==> src/rtl/shift_sequencer_pkg.sv <==
// Shared types and constants for the multi-cycle shift sequencer.
// Word/amount widths, direction codes and FSM state encoding.
package shift_sequencer_pkg;

  localparam int word_size = 32;
  localparam int amt_size  = $clog2(word_size);

  localparam logic LEFT  = 1'b1;
  localparam logic RIGHT = 1'b0;

  typedef enum logic [1:0] {
    IDLE  = 2'd0,
    SHIFT = 2'd1,
    DONE  = 2'd2
  } state_t;

endpackage

==> src/rtl/shift_step_counter.sv <==
// Loadable down-counter tracking remaining 1-bit shift steps.
// Ports: clk, rst, load, dec, load_value in; is_one out.
module shift_step_counter
  import shift_sequencer_pkg::*;
(
  input  logic                clk,
  input  logic                rst,
  input  logic                load,
  input  logic                dec,
  input  logic [amt_size-1:0] load_value,
  output logic                is_one
);

  logic [amt_size-1:0] count;

  always_ff @(posedge clk) begin
    if (rst) begin
      count <= '0;
    end else if (load) begin
      count <= load_value;
    end else if (dec) begin
      count <= count - 1'b1;
    end
  end

  assign is_one = (count == amt_size'(1));

endmodule

==> src/rtl/shift_sequencer.sv <==
// Drives a single-step shifter once per clock to build an N-bit shift.
// Ports: start/direction/amount/data_in request, busy/done/result, sh_* shifter link.
module shift_sequencer
  import shift_sequencer_pkg::*;
(
  input  logic                 clk,
  input  logic                 rst,
  input  logic                 start,
  input  logic                 direction,
  input  logic [amt_size-1:0]  amount,
  input  logic [word_size-1:0] data_in,
  output logic                 busy,
  output logic                 done,
  output logic [word_size-1:0] result,
  output logic                 sh_enable,
  output logic                 sh_direction,
  output logic [word_size-1:0] sh_data,
  input  logic [word_size-1:0] sh_result
);

  state_t               state;
  logic                 dir_r;
  logic [word_size-1:0] work;
  logic                 is_one;
  logic                 accept;

  assign accept = (state == IDLE) && start;

  shift_step_counter u_cnt (
    .clk        (clk),
    .rst        (rst),
    .load       (accept),
    .dec        (state == SHIFT),
    .load_value (amount),
    .is_one     (is_one)
  );

  always_ff @(posedge clk) begin
    if (rst) begin
      state  <= IDLE;
      dir_r  <= RIGHT;
      work   <= '0;
      result <= '0;
    end else begin
      unique case (state)
        IDLE: begin
          if (start) begin
            dir_r <= direction;
            work  <= data_in;
            if (amount != '0) begin
              state <= SHIFT;
            end else begin
              state  <= DONE;
              result <= data_in;
            end
          end
        end
        SHIFT: begin
          work <= sh_result;
          // Last step: capture the shifter output directly so
          // result is valid in the DONE cycle.
          if (is_one) begin
            state  <= DONE;
            result <= sh_result;
          end
        end
        DONE:    state <= IDLE;
        default: state <= IDLE;
      endcase
    end
  end

  assign busy         = (state != IDLE);
  assign done         = (state == DONE);
  assign sh_enable    = (state == SHIFT);
  assign sh_direction = dir_r;
  assign sh_data      = work;

endmodule

==> config.mk <==
export PLATFORM = sky130hd
export DESIGN_NAME = shift_sequencer
export DESIGN_NICKNAME = d
export VERILOG_FILES = /design/src/rtl/shift_sequencer_pkg.sv /design/src/rtl/shift_step_counter.sv /design/src/rtl/shift_sequencer.sv
export SDC_FILE = /design/constraint.sdc
export NUM_CORES = 1
export LEC_CHECK = 0
export ABC_AREA = 1
export ABC_CLOCK_PERIOD_IN_PS = 4200
export CAP_MARGIN = 10
export CORE_ASPECT_RATIO = 0.5
export CORE_MARGIN = 1.5
export CORE_UTILIZATION = 25
export CTS_CLUSTER_SIZE = 10
export DETAILED_ROUTE_END_ITERATION = 12
export SLEW_MARGIN = 20
export SYNTH_ARGS = -nofsm -noshare
export SYNTH_HDL_FRONTEND = slang
export SYNTH_SLANG_ARGS = --single-unit
==> constraint.sdc <==
create_clock -name clk -period 4.2 [get_ports clk]
set_input_delay 0.42 -clock clk [delete_from_list [all_inputs] [get_ports clk]]
set_output_delay 0.42 -clock clk [all_outputs]
set_load 0.02 [all_outputs]
Yosys cells after proc, flatten, opt, wreduce, memory -nomap -nowiden
Cells that the tools add are included.
Word-level totals
  register bits: 72
  input bits: 73
Operators by class
  add/sub/neg operators: 1
  equality and inequality tests: 6
  multiplexer cells: 12
  reductions and logical operators: 10
Operator list (number)
  2-to-1 mux 32 bit: 4
  one-hot mux 32 bit (2 select lines): 2
  2-to-1 mux 5 bit: 2
  2-to-1 mux 2 bit: 3
  AND reduction 2 bit: 3
  nonzero test 2 bit: 3
  == test 5 x 1 -> 1 bit (second input constant): 1
  nonzero test 5 bit: 1
  subtractor 5 x 1 -> 5 bit (second input constant): 1
  inequality test 2 bit (second input constant): 2
  one-hot mux 2 bit (2 select lines): 1
  AND reduction 4 bit: 1
  == test 2 x 1 -> 1 bit (second input constant): 1
  == test 2 bit (second input constant): 1
  logical NOT 2 bit: 1
  inequality test 2 x 1 -> 1 bit (second input constant): 1
  logical AND 1 bit: 1

Depth between registers and ports, before layout
  word-level depth: 4
  depth in mapped cells: 11

Modules after synthesis
A second synthesis with hierarchy kept.
Second synthesis, totals
  cell total of the unflattened synthesis: 561
  area total of the unflattened synthesis: 3744.8 um^2
By module, submodules not included
  shift_sequencer: times used 1, cells each 510, area an instance 3402.0 um^2
  shift_step_counter: times used 1, cells each 51, area an instance 342.8 um^2

Worst setup path after synthesis
OpenSTA, ideal clock, no wires.
  path type: reg-to-reg
  from: register state[0]
  to: register u_cnt.count[2]
  data arrival time: 1.288 ns
  data required time: 4.090 ns
  setup slack: 2.802 ns
  cell stages (with the launch flop): 9
  clock period less this slack: 1.398 ns
  cells stage by stage: dfxtp_1 > buf_6 > inv_4 > nor2_1 > nand2_1 > nand3_1 > o211ai_1 > nand2_1 > inv_1
RTL lines
  start, declared: line shift_sequencer.sv:21  | state_t state;
  start signal, assigned: line shift_sequencer.sv:40  | state <= IDLE;
  start signal, assigned: line shift_sequencer.sv:51  | state <= SHIFT;
  start signal, assigned: line shift_sequencer.sv:53  | state <= DONE;
  == test 2 x 1 -> 1 bit
  net sh_enable: line shift_sequencer.sv:15  | output logic sh_enable,
  nonzero test 2 bit (no source line)
  end signal, assigned: line shift_step_counter.sv:20  | count <= load_value;
  end signal, assigned: line shift_step_counter.sv:22  | count <= count - 1'b1;
  end, declared: line shift_step_counter.sv:14  | logic [amt_size-1:0] count;
The timed path passes the listed nets, and every way through them passes these cells.
A chain may end at the register's enable or synchronous reset.

Final worst setup path
  from: input port start
  to: register result[13]
Between the ends
  cells in the longest elaborated chain, start to end: 2
Ends and longest elaborated chain
  start, declared: line shift_sequencer.sv:8  | input logic start,
  inequality test 2 bit (no source line)
  AND reduction 4 bit (no source line)
  end signal, assigned: line shift_sequencer.sv:54  | result <= data_in;
  end signal, assigned: line shift_sequencer.sv:64  | result <= sh_result;
  end, declared: line shift_sequencer.sv:14  | output logic [word_size-1:0] result,
No other way between the ends.

==> impl_metrics.json <==
{
  "first_global_vias": 3308,
  "async_reset_ff_share_pct": 0,
  "fmax_mhz": 419.2,
  "cts.sinks": 72,
  "finClkSkew_ps": 7.931,
  "crit_buf_inv": 1,
  "clkTransAtPathRegs_ps": 50,
  "hp-class": "flop to flop",
  "seq_area_frac_synth_pct": 41.51,
  "drive_gt1_share_pct": 4.777,
  "fin_hold_ws_ps": 477.8,
  "fin_crit_ps": 2386,
  "dieWidth_um": 169.7,
  "wire_per_inst_um": 12.77,
  "power_density_nw_per_um2": 423.6,
  "grt_antenna_before_repair": 0,
  "die_h_um": 86.33,
  "layout_setup_ws_ps": 1814,
  "yosysWarnings": 0,
  "viasPerCell": 4.360,
  "whs_endpoint": "result[27]",
  "worst_ep_arrival_time_ps": 2650,
  "drc": 0,
  "track_usage_pct": 14.65,
  "worstMarginPinSlew_ps": 1037,
  "synth_most_common_cell": "nand2_1",
  "cts.hold.buffers_added": 0,
  "synth-edff-count": 0,
  "vias": 3667,
  "critPathMaxFanout": 33,
  "path_depth": 7,
  "required_ps": 4460,
  "cp-startpoint": "start",
  "synth-main-ff-cell": "dfxtp_1",
  "r2r_end": "result[13]",
  "setup_viol": 0,
  "synth_top_cell_area_share_pct": 41.51,
  "tns_ps": 0,
  "grt_max_degree": 74,
  "drv_cap": 0,
  "rr_worst_depth": 10,
  "dp_slack_ps": 1442,
  "slew_viol_final": 0,
  "nets": 720,
  "setup.worst_path.end_class": "flop",
  "outcome": "finished clean",
  "yosysTopAreaCell": "dfxtp_1",
  "cts_tree": "built",
  "cts_post_setup_buffers_inserted": 0,
  "maxSlewHeadroom_pct": 30.74,
  "grt_pass1_wl_um": 16830,
  "clock_path_buffers": 2,
  "synthTopCellsByArea": "dfxtp_1 (42%), nand2_1 (12%), inv_1 (8.1%), nor2_1 (7.8%), nand4_1 (6.1%)",
  "antenna_left": 0,
  "synthTopCellsByCount": "nand2_1 (110), inv_1 (75), dfxtp_1 (72), nor2_1 (72), nand3_1 (38)",
  "dieArea_um2": 14650,
  "io_pins": 141,
  "core-area_um2": 13550,
  "post-route-period-util_pct": 56.80,
  "synth_area_um2": 3472,
  "clk_latency_ps": 330,
  "cts_buffers": 9,
  "ir_drop_v": 0.0002604,
  "slowest_stage": "nor2_4",
  "syn_avg_cell_area_um2": 6.613,
  "antennaDiodeCount": 0,
  "drt_iter0_drc": 161,
  "dpl.hpwl_um": 7601,
  "synthesis.nets": 600,
  "crit_family": "simple AND/OR/NAND/NOR gates",
  "synth_cells": 525,
  "synth_seq_cells": 72,
  "htree_levels": 3,
  "reg2reg_from": "u_cnt.count[1]",
  "routed_wl_um": 10740,
  "whs_path_depth": 2,
  "leakagePower_nw": 2.357,
  "drt_pre_antenna_iters": 5,
  "grt.overflow.total": 0,
  "rsz0062_at_grt": "no",
  "port_buffers": 140,
  "placement_rows": 30,
  "max_stage_delay_ps": 650,
  "start_util_pct": 25.62,
  "area_growth_pct": 50.63,
  "finalWeightedCongestion": 0.8119,
  "crit_type": "input port to flop",
  "hold_violations": 0,
  "start_kind": "input port",
  "post_cts_resized": 0,
  "root_buffer": "clkbuf_16",
  "yosysUniqueCellTypes": 24,
  "path_cells": "clkdlybuf4s50_1 > nand3_4 > nand2_2 > nand2_2 > nor2_4 > nor2_1 > nor2_1",
  "ff2ff_setup_slack_ps": 1830,
  "holdCritStartpoint": "result[27]"
}
-- power breakdown --
group	total (mW)	leakage [nW]	switching, mW	internal [mW]
registers	0.819	0.594	0.0468	0.772
logic	0.731	1.64	0.427	0.304
clock network	0.665	0.125	0.272	0.393
-- cells by family after synthesis --
family	synth area share [%]
simple gates	33.15
buf+inv	13.69
fa+ha+maj	0.7206
compound gates	10.92
flops	41.51
-- placed cells by master (no fill, tap or decap) --
cell type and n:
a21oi_1 35, a31oi_1 2, buf_4 5, clkbuf_1 2, clkbuf_16 9, clkdlybuf4s50_1 140, clkinv_2 3, clkinvlp_4 1
dfxtp_1 72, ha_1 2, inv_1 74, inv_2 4, inv_4 1, nand2_1 110, nand2_2 3, nand3_1 38
nand3_4 1, nand4_1 34, nor2_1 72, nor2_2 1, nor2_4 1, nor3_1 1, o211ai_1 1, o21ai_0 35
o21ai_2 1, or2_2 1
-- how the worst max path moves through the flow --
stage	end	slack, ps
after global routing	result[14]	1570
final	result[13]	1810
after CTS	result[13]	1790
after floorplan	u_cnt.count[2]	2800
after global placement	result[8]	1520
after detailed placement	result[11]	1440
-- per-stage QoR --
step | cell area (µm²) | std cells | total power [mW] | util (%)
floorplan | 3472 | 525 | 1.254 | -
global placement | 4975 | 826 | 1.566 | 36.71
detailed placement | 4975 | 826 | 1.574 | 36.71
CTS | 5230 | 841 | 2.242 | 38.60
global route | 5230 | 841 | 2.354 | 38.60
finish | 5230 | 841 | 2.215 | 38.60
-- sequential cells by signal (all words and copies together), names as in the netlist --
name,cells
result,32
sh_data,32
u_cnt.count,5
state,2
sh_direction,1
-- worst reg2reg max path, stage by stage, from the launching register on --
cell and delay [ps]:
dfxtp_1 300, inv_1 110, ha_1 150, inv_1 30
nor2_1 70, nand2_1 80, nand2_2 530, nand2_2 150
nor2_4 660, nor2_1 100, nor2_1 120
-- metal layers --
layer,wire [µm],track usage (%),vias to the layer above
li1,-,-,1904
met1,4855,17.86,1685
met2,5225,25.52,71
met3,589,4.064,7
met4,69,4.103,0
met5,0,0,-
-- area by class of cell --
type,instances,area (µm²)
multi-input combinational,338,1555
sequential,72,1441
fill,1432,8320
timing repair buffer,145,1439
clock inverter,4,22.52
clock buffer,11,232.7
tap,192,240.2
inverter,79,299.0
(Power assumes the default switching activity.)
